===== config.mk =====
export PLATFORM = sky130hd
export DESIGN_NAME = keypad_scanner
export DESIGN_NICKNAME = d
export VERILOG_FILES = /design/src/rtl/keypad_pkg.sv /design/src/rtl/keypad_decode.sv /design/src/rtl/keypad_scanner.sv
export SDC_FILE = /design/constraint.sdc
export NUM_CORES = 1
export LEC_CHECK = 0
export BUFFER_PORTS_ARGS = -buffer_cell sky130_fd_sc_hd__buf_2
export CORE_MARGIN = 2
export CORE_UTILIZATION = 45
export DETAILED_ROUTE_END_ITERATION = 12
export GPL_ROUTABILITY_DRIVEN = 0
export GPL_TIMING_DRIVEN = 1
export PLACE_DENSITY = 0.75
export SYNTH_ARGS = -nofsm -noshare
export SYNTH_HDL_FRONTEND = slang
export SYNTH_SLANG_ARGS = --single-unit

===== constraint.sdc =====
create_clock -name clk -period 2.9 [get_ports clk]
set_input_delay 0.87 -clock clk [delete_from_list [all_inputs] [get_ports clk]]
set_output_delay 0.87 -clock clk [all_outputs]
set_load 0.01 [all_outputs]

===== src/rtl/keypad_pkg.sv =====
// Shared types, key layout and row-decoding helpers for the keypad scanner.
package keypad_pkg;

  typedef enum logic [1:0] {
    SCAN     = 2'd0,
    DEBOUNCE = 2'd1,
    HELD     = 2'd2,
    RELEASE  = 2'd3
  } state_t;

  // Key legend indexed by {row_idx, col_idx}; row 0 is the top row.
  localparam logic [3:0] KEYMAP [16] = '{
    4'h1, 4'h2, 4'h3, 4'hA,
    4'h4, 4'h5, 4'h6, 4'hB,
    4'h7, 4'h8, 4'h9, 4'hC,
    4'hE, 4'h0, 4'hF, 4'hD
  };

  // True when exactly one of the four active-low row lines is pulled low.
  function automatic logic onehot_low(input logic [3:0] v);
    logic [3:0] z;
    z = ~v;
    return (z != 4'b0000) && ((z & (z - 4'd1)) == 4'b0000);
  endfunction

  // Index of the low bit; only meaningful when onehot_low() holds.
  function automatic logic [1:0] onehot_low_idx(input logic [3:0] v);
    logic [1:0] idx;
    idx = 2'd0;
    for (int i = 0; i < 4; i++) begin
      if (!v[i]) idx = i[1:0];
    end
    return idx;
  endfunction

endpackage


===== src/rtl/keypad_decode.sv =====
// Combinational row/column to hex-nibble decoder for the 4x4 keypad.
module keypad_decode
  import keypad_pkg::*;
(
  input  logic [1:0] row_idx,
  input  logic [1:0] col_idx,
  output logic [3:0] code
);

  assign code = KEYMAP[{row_idx, col_idx}];

endmodule


===== src/rtl/keypad_scanner.sv =====
// 4x4 keypad scanner: column drive, row synchronizer, press/release debounce,
// one-cycle strobe per accepted key and a two-digit history for the display.
module keypad_scanner
  import keypad_pkg::*;
#(
  parameter int SCAN_COUNT     = 24_000,
  parameter int DEBOUNCE_COUNT = 960_000
) (
  input  logic       clk,
  input  logic       reset,
  input  logic [3:0] rows,
  output logic [3:0] cols,
  output logic       key_valid,
  output logic [3:0] key_code,
  output logic [3:0] digit_new,
  output logic [3:0] digit_old
);

  localparam int MAX_COUNT = (SCAN_COUNT > DEBOUNCE_COUNT) ? SCAN_COUNT : DEBOUNCE_COUNT;
  localparam int CNT_W     = (MAX_COUNT > 1) ? $clog2(MAX_COUNT) : 1;
  localparam logic [CNT_W-1:0] SCAN_LAST = CNT_W'(SCAN_COUNT - 1);
  localparam logic [CNT_W-1:0] DEB_LAST  = CNT_W'(DEBOUNCE_COUNT - 1);

  logic [3:0]       rows_p0;
  logic [3:0]       rows_s;
  state_t           state;
  logic [CNT_W-1:0] counter;
  logic [1:0]       col_idx;
  logic [1:0]       row_idx;
  logic [1:0]       col_next;
  logic [3:0]       pattern;
  logic [3:0]       code;

  assign col_next = col_idx + 2'd1;

  keypad_decode u_decode (
    .row_idx (row_idx),
    .col_idx (col_idx),
    .code    (code)
  );

  // Two-flop synchronizer for the asynchronous row lines; idles at "no key".
  always_ff @(posedge clk) begin
    if (!reset) begin
      rows_p0 <= 4'hF;
      rows_s  <= 4'hF;
    end else begin
      rows_p0 <= rows;
      rows_s  <= rows_p0;
    end
  end

  // Scan/debounce FSM; the column drive and all outputs are registered here.
  always_ff @(posedge clk) begin
    if (!reset) begin
      state     <= SCAN;
      counter   <= '0;
      col_idx   <= 2'd0;
      row_idx   <= 2'd0;
      pattern   <= 4'hF;
      cols      <= 4'b1110;
      key_valid <= 1'b0;
      key_code  <= 4'h0;
      digit_new <= 4'h0;
      digit_old <= 4'h0;
    end else begin
      key_valid <= 1'b0;
      case (state)
        SCAN: begin
          if (counter == SCAN_LAST) begin
            counter <= '0;
            if (onehot_low(rows_s)) begin
              row_idx <= onehot_low_idx(rows_s);
              pattern <= rows_s;
              state   <= DEBOUNCE;
            end else begin
              // Idle column or a multi-key press: move on to the next column.
              col_idx <= col_next;
              cols    <= ~(4'b0001 << col_next);
            end
          end else begin
            counter <= counter + CNT_W'(1);
          end
        end

        DEBOUNCE: begin
          if (rows_s != pattern) begin
            counter <= '0;
            col_idx <= col_next;
            cols    <= ~(4'b0001 << col_next);
            state   <= SCAN;
          end else if (counter == DEB_LAST) begin
            key_valid <= 1'b1;
            key_code  <= code;
            digit_old <= digit_new;
            digit_new <= code;
            counter   <= '0;
            state     <= HELD;
          end else begin
            counter <= counter + CNT_W'(1);
          end
        end

        HELD: begin
          if (rows_s[row_idx]) begin
            counter <= '0;
            state   <= RELEASE;
          end
        end

        RELEASE: begin
          if (!rows_s[row_idx]) begin
            // Contact bounce on release: the key is still considered held.
            counter <= '0;
            state   <= HELD;
          end else if (counter == DEB_LAST) begin
            counter <= '0;
            col_idx <= col_next;
            cols    <= ~(4'b0001 << col_next);
            state   <= SCAN;
          end else begin
            counter <= counter + CNT_W'(1);
          end
        end

        default: state <= SCAN;
      endcase
    end
  end

endmodule


==> impl_results.rst <==
.. list-table::
   :header-rows: 1

   * - Metric
     - Value
   * - Cell depth of the worst flop-to-flop path
     - 6
   * - Biggest fanout along the worst timing path
     - 6
   * - Final critical-path setup slack
     - 0.5546 ns
   * - Category of the most critical setup path
     - flip-flop to flip-flop
   * - Clock slew at the register clock pins of the worst setup and hold paths
     - 0.09 ns
   * - Dominant cells by area after synthesis
     - sky130_fd_sc_hd__dfxtp_1, sky130_fd_sc_hd__nor3_1, sky130_fd_sc_hd__mux2i_1, sky130_fd_sc_hd__ha_1, sky130_fd_sc_hd__xnor2_1
   * - Resized cells post-CTS
     - 0
   * - Hold bufs inserted after CTS
     - 0
   * - Count of pins over their slew limit
     - 0
   * - Status
     - finished, final reports clean
   * - Number of iterations in the first detailed-routing pass
     - 5
   * - Syn Inst Count
     - 280
   * - Detail Placement HPWL
     - 3377 um
   * - Post-Place Setup Slack
     - 0.5478 ns
   * - Proportion of register bits with asynchronous set or reset after synthesis
     - 0
   * - Hold Violations, Final
     - 0
   * - Logic gate share of total power
     - 0.037
   * - Warning count from the yosys run
     - 0
   * - DRT antenna net count
     - 0
   * - CTS sink count
     - 51
   * - Leading area contributor after synthesis
     - sky130_fd_sc_hd__dfxtp_1
   * - Root cell of the clock tree
     - sky130_fd_sc_hd__clkbuf_8
   * - Most frequently used flop master after synthesis
     - sky130_fd_sc_hd__dfxtp_1
   * - Internal cell power
     - 0.9430 mW
   * - Global-route usage over all layers
     - 0.1716
   * - Effective utilization at floorplan
     - 0.4634
   * - First-iteration detailed-routing DRC count
     - 191
   * - # H-tree levels
     - 2
   * - Data arrival time at the worst-slack endpoint
     - 2.55 ns
   * - Static leakage
     - 1.033 nW
   * - Overall via count from detail_route
     - 2004
   * - Instance count after placement with tap cells included
     - 360
   * - Boundary pin count
     - 23
   * - FF/Latch Area
     - 0.001021 mm^2
   * - Unrepaired setup endpoints after global routing
     - false
   * - Synthesized net count
     - 293
   * - Wire length of the first global-routing pass
     - 8638 um
   * - Setup TNS Final
     - 0 ns
   * - Number of I/O port buffers
     - 22
   * - Slew at the pin with the worst max-slew slack
     - 0.7029 ns
   * - Total power of the final layout
     - 1.210 mW
   * - Class of the most critical hold timing path
     - flip-flop to flip-flop
   * - Hold depth
     - 1
   * - Maximum capacitance violations
     - 0
   * - Source-to-sink clock delay at the later pin of the worst-skew pair
     - 0.31 ns
   * - Non-filler cells in the finished layout
     - 368
   * - Sequential share of power
     - 0.592
   * - Startpoint types
     - flip-flop
   * - Fraction of power consumed by the clock network
     - 0.371
   * - Cells along the critical path
     - ha_1 -> and2_1 -> and4_1 -> a21boi_0 -> nor4_4 -> mux2_2
   * - FP Rows
     - 27
   * - Final setup fails
     - 0
   * - Tcrit/Tclk final
     - 0.8088
   * - Psw
     - 0.2669 mW
   * - Total power density per cell area
     - 436.2 mW/mm^2
   * - Most used cells in the layout excluding fill and tap cells
     - sky130_fd_sc_hd__dfxtp_1, sky130_fd_sc_hd__nor3_1, sky130_fd_sc_hd__buf_2
   * - Overall die area
     - 0.006253 mm^2
   * - Net Sw Frac
     - 0.2206
   * - Clock buffers created by TritonCTS
     - 5
   * - Via density
     - 5.446
   * - Floorplan Core Area
     - 0.005473 mm^2
   * - Maximum cell stage delay along the critical path
     - 0.57 ns
   * - Data required time of the worst path
     - 3.10 ns
   * - Floorplan die width
     - 79.08 um
   * - Final wirelength
     - 4926 um
   * - Wirelength per Cell
     - 13.39 um
   * - DRC violations left
     - 0
   * - Fin nets
     - 308
   * - Post-placement cell area
     - 0.002670 mm^2
   * - Layout overhead on the synthesized area
     - 9.373%
   * - Fmax
     - 0.4264 GHz
   * - Footprint of the multi-input gates
     - 0.001374 mm^2
   * - Yosys top cell area share
     - 0.4026
   * - Post-CTS setup buffer count
     - 0
   * - Antenna diodes
     - 0
   * - Library cells used by synthesis
     - 48
   * - Kind of capture point of the worst setup path
     - flip-flop
   * - Number of synthesized flops with an enable pin
     - 0
   * - Hold slack
     - 0.4123 ns
   * - Fillcell total
     - 518
   * - TritonCTS clock tree
     - yes
   * - Post-Route Skew
     - 0.008780 ns
   * - Pin count of the biggest net entering global routing
     - 29
   * - Worst-case headroom to the max-slew limit
     - 0.5272
   * - Total congestion overflow after global routing
     - 0
   * - Most common cell after layout, fill and taps aside
     - sky130_fd_sc_hd__dfxtp_1
   * - Number of register bits inferred by synthesis
     - 51
   * - Chip height
     - 79.08 um
   * - Antenna violations before repair
     - 0
   * - Average footprint of a synthesized cell
     - 9.058 um^2
   * - Share of post-route cells with drive strength above 1
     - 0.1520
   * - Utilization after layout
     - 0.5069
   * - Part of the Yosys area used for sequential elements
     - 0.4026
   * - Highest ir drop seen on vdd
     - 0.0002989 V
   * - Fin crit period
     - 2.345 ns
   * - Post-route cell area
     - 0.002774 mm^2
   * - Total standard cell area after synthesis
     - 0.002536 mm^2
   * - Via count of the first global-routing pass
     - 1878
   * - Worst-path cell with the longest stage delay
     - sky130_fd_sc_hd__nor4_4
   * - Max clock buf depth
     - 2
## routing by layer
layer	track usage	wire length, um
met2	0.2720	2184
met3	0.03182	156
met4	0.07759	112
met5	0	0
met1	0.2275	2472
## kinds of logic after synthesis
logic type / Yosys count / synth area share
AO/OA/AOI/OAI: 46 / 0.1189
adder cells (fa/ha/maj): 7 / 0.03453
multiplexers: 17 / 0.08042
flip-flops: 51 / 0.4026
XOR/XNOR: 17 / 0.05871
buffers and inverters: 30 / 0.05772
AND/OR/NAND/NOR: 112 / 0.2472
## registers in the layout, indices dropped and copies added, names as in the netlist, 4 cells and up
| register | cells |
|---|---|
| counter | 20 |
| cols | 4 |
| digit_new | 4 |
| digit_old | 4 |
| pattern | 4 |
| rows_p0 | 4 |
| rows_s | 4 |
## critical path, delay by kind of cell (launching register included)
kind                     cells  cell delay [ns]
AO/OA/AOI/OAI                1             0.24
adder cells (fa/ha/maj)      1             0.23
flip-flops                   1             0.42
multiplexers                 1             0.39
AND/OR/NAND/NOR              3             0.97
## power by group through the flow
stage	sequential (mW)	clock, mW	combinational, mW
2_1_floorplan	0.731	0	0.0337
3_3_place_gp	0.733	0	0.0426
3_5_place_dp	0.733	0	0.0446
4_1_cts	0.717	0.462	0.0448
5_1_grt	0.719	0.487	0.0501
6_report	0.717	0.449	0.0445
## cells in the mapped netlist (2+ instances only)
cell type	instances
sky130_fd_sc_hd__buf_6	2
sky130_fd_sc_hd__nand2_1	20
sky130_fd_sc_hd__nand4_1	3
sky130_fd_sc_hd__nor2_1	12
sky130_fd_sc_hd__nor2b_1	2
sky130_fd_sc_hd__clkbuf_1	9
sky130_fd_sc_hd__buf_4	4
sky130_fd_sc_hd__or3_1	5
sky130_fd_sc_hd__mux2_2	4
sky130_fd_sc_hd__mux2i_1	11
sky130_fd_sc_hd__nand3_1	13
sky130_fd_sc_hd__nand4b_1	2
sky130_fd_sc_hd__and4_1	4
sky130_fd_sc_hd__o31a_1	2
sky130_fd_sc_hd__ha_1	7
sky130_fd_sc_hd__nor3_2	2
sky130_fd_sc_hd__o21ai_0	12
sky130_fd_sc_hd__inv_1	12
sky130_fd_sc_hd__o2111ai_1	5
sky130_fd_sc_hd__xnor2_1	10
sky130_fd_sc_hd__and2_1	3
sky130_fd_sc_hd__a21oi_1	12
sky130_fd_sc_hd__nor3_1	24
sky130_fd_sc_hd__nand2b_1	13
sky130_fd_sc_hd__dfxtp_1	51
sky130_fd_sc_hd__o211ai_1	6
sky130_fd_sc_hd__xor2_1	7
sky130_fd_sc_hd__buf_2	3
## cell type report
class                   instances  share of cell area
clock buffers                   7             0.03473
clock inverters                 1            0.002706
inverters                      12             0.01624
multi-input cells             199              0.4953
flip-flops and latches         51              0.3681
well taps                      72             0.03248
repair buffers                 26             0.05052
## worst paths after layout
check,startpoint,to,slack (ns)
max,counter[0],cols[3],0.55
min,rows_p0[1],rows_s[1],0.41
max reg2reg,counter[0],cols[3],0.55
min reg2reg,rows_p0[1],rows_s[1],0.41
No activity file was read; power rests on OpenSTA's default activity.
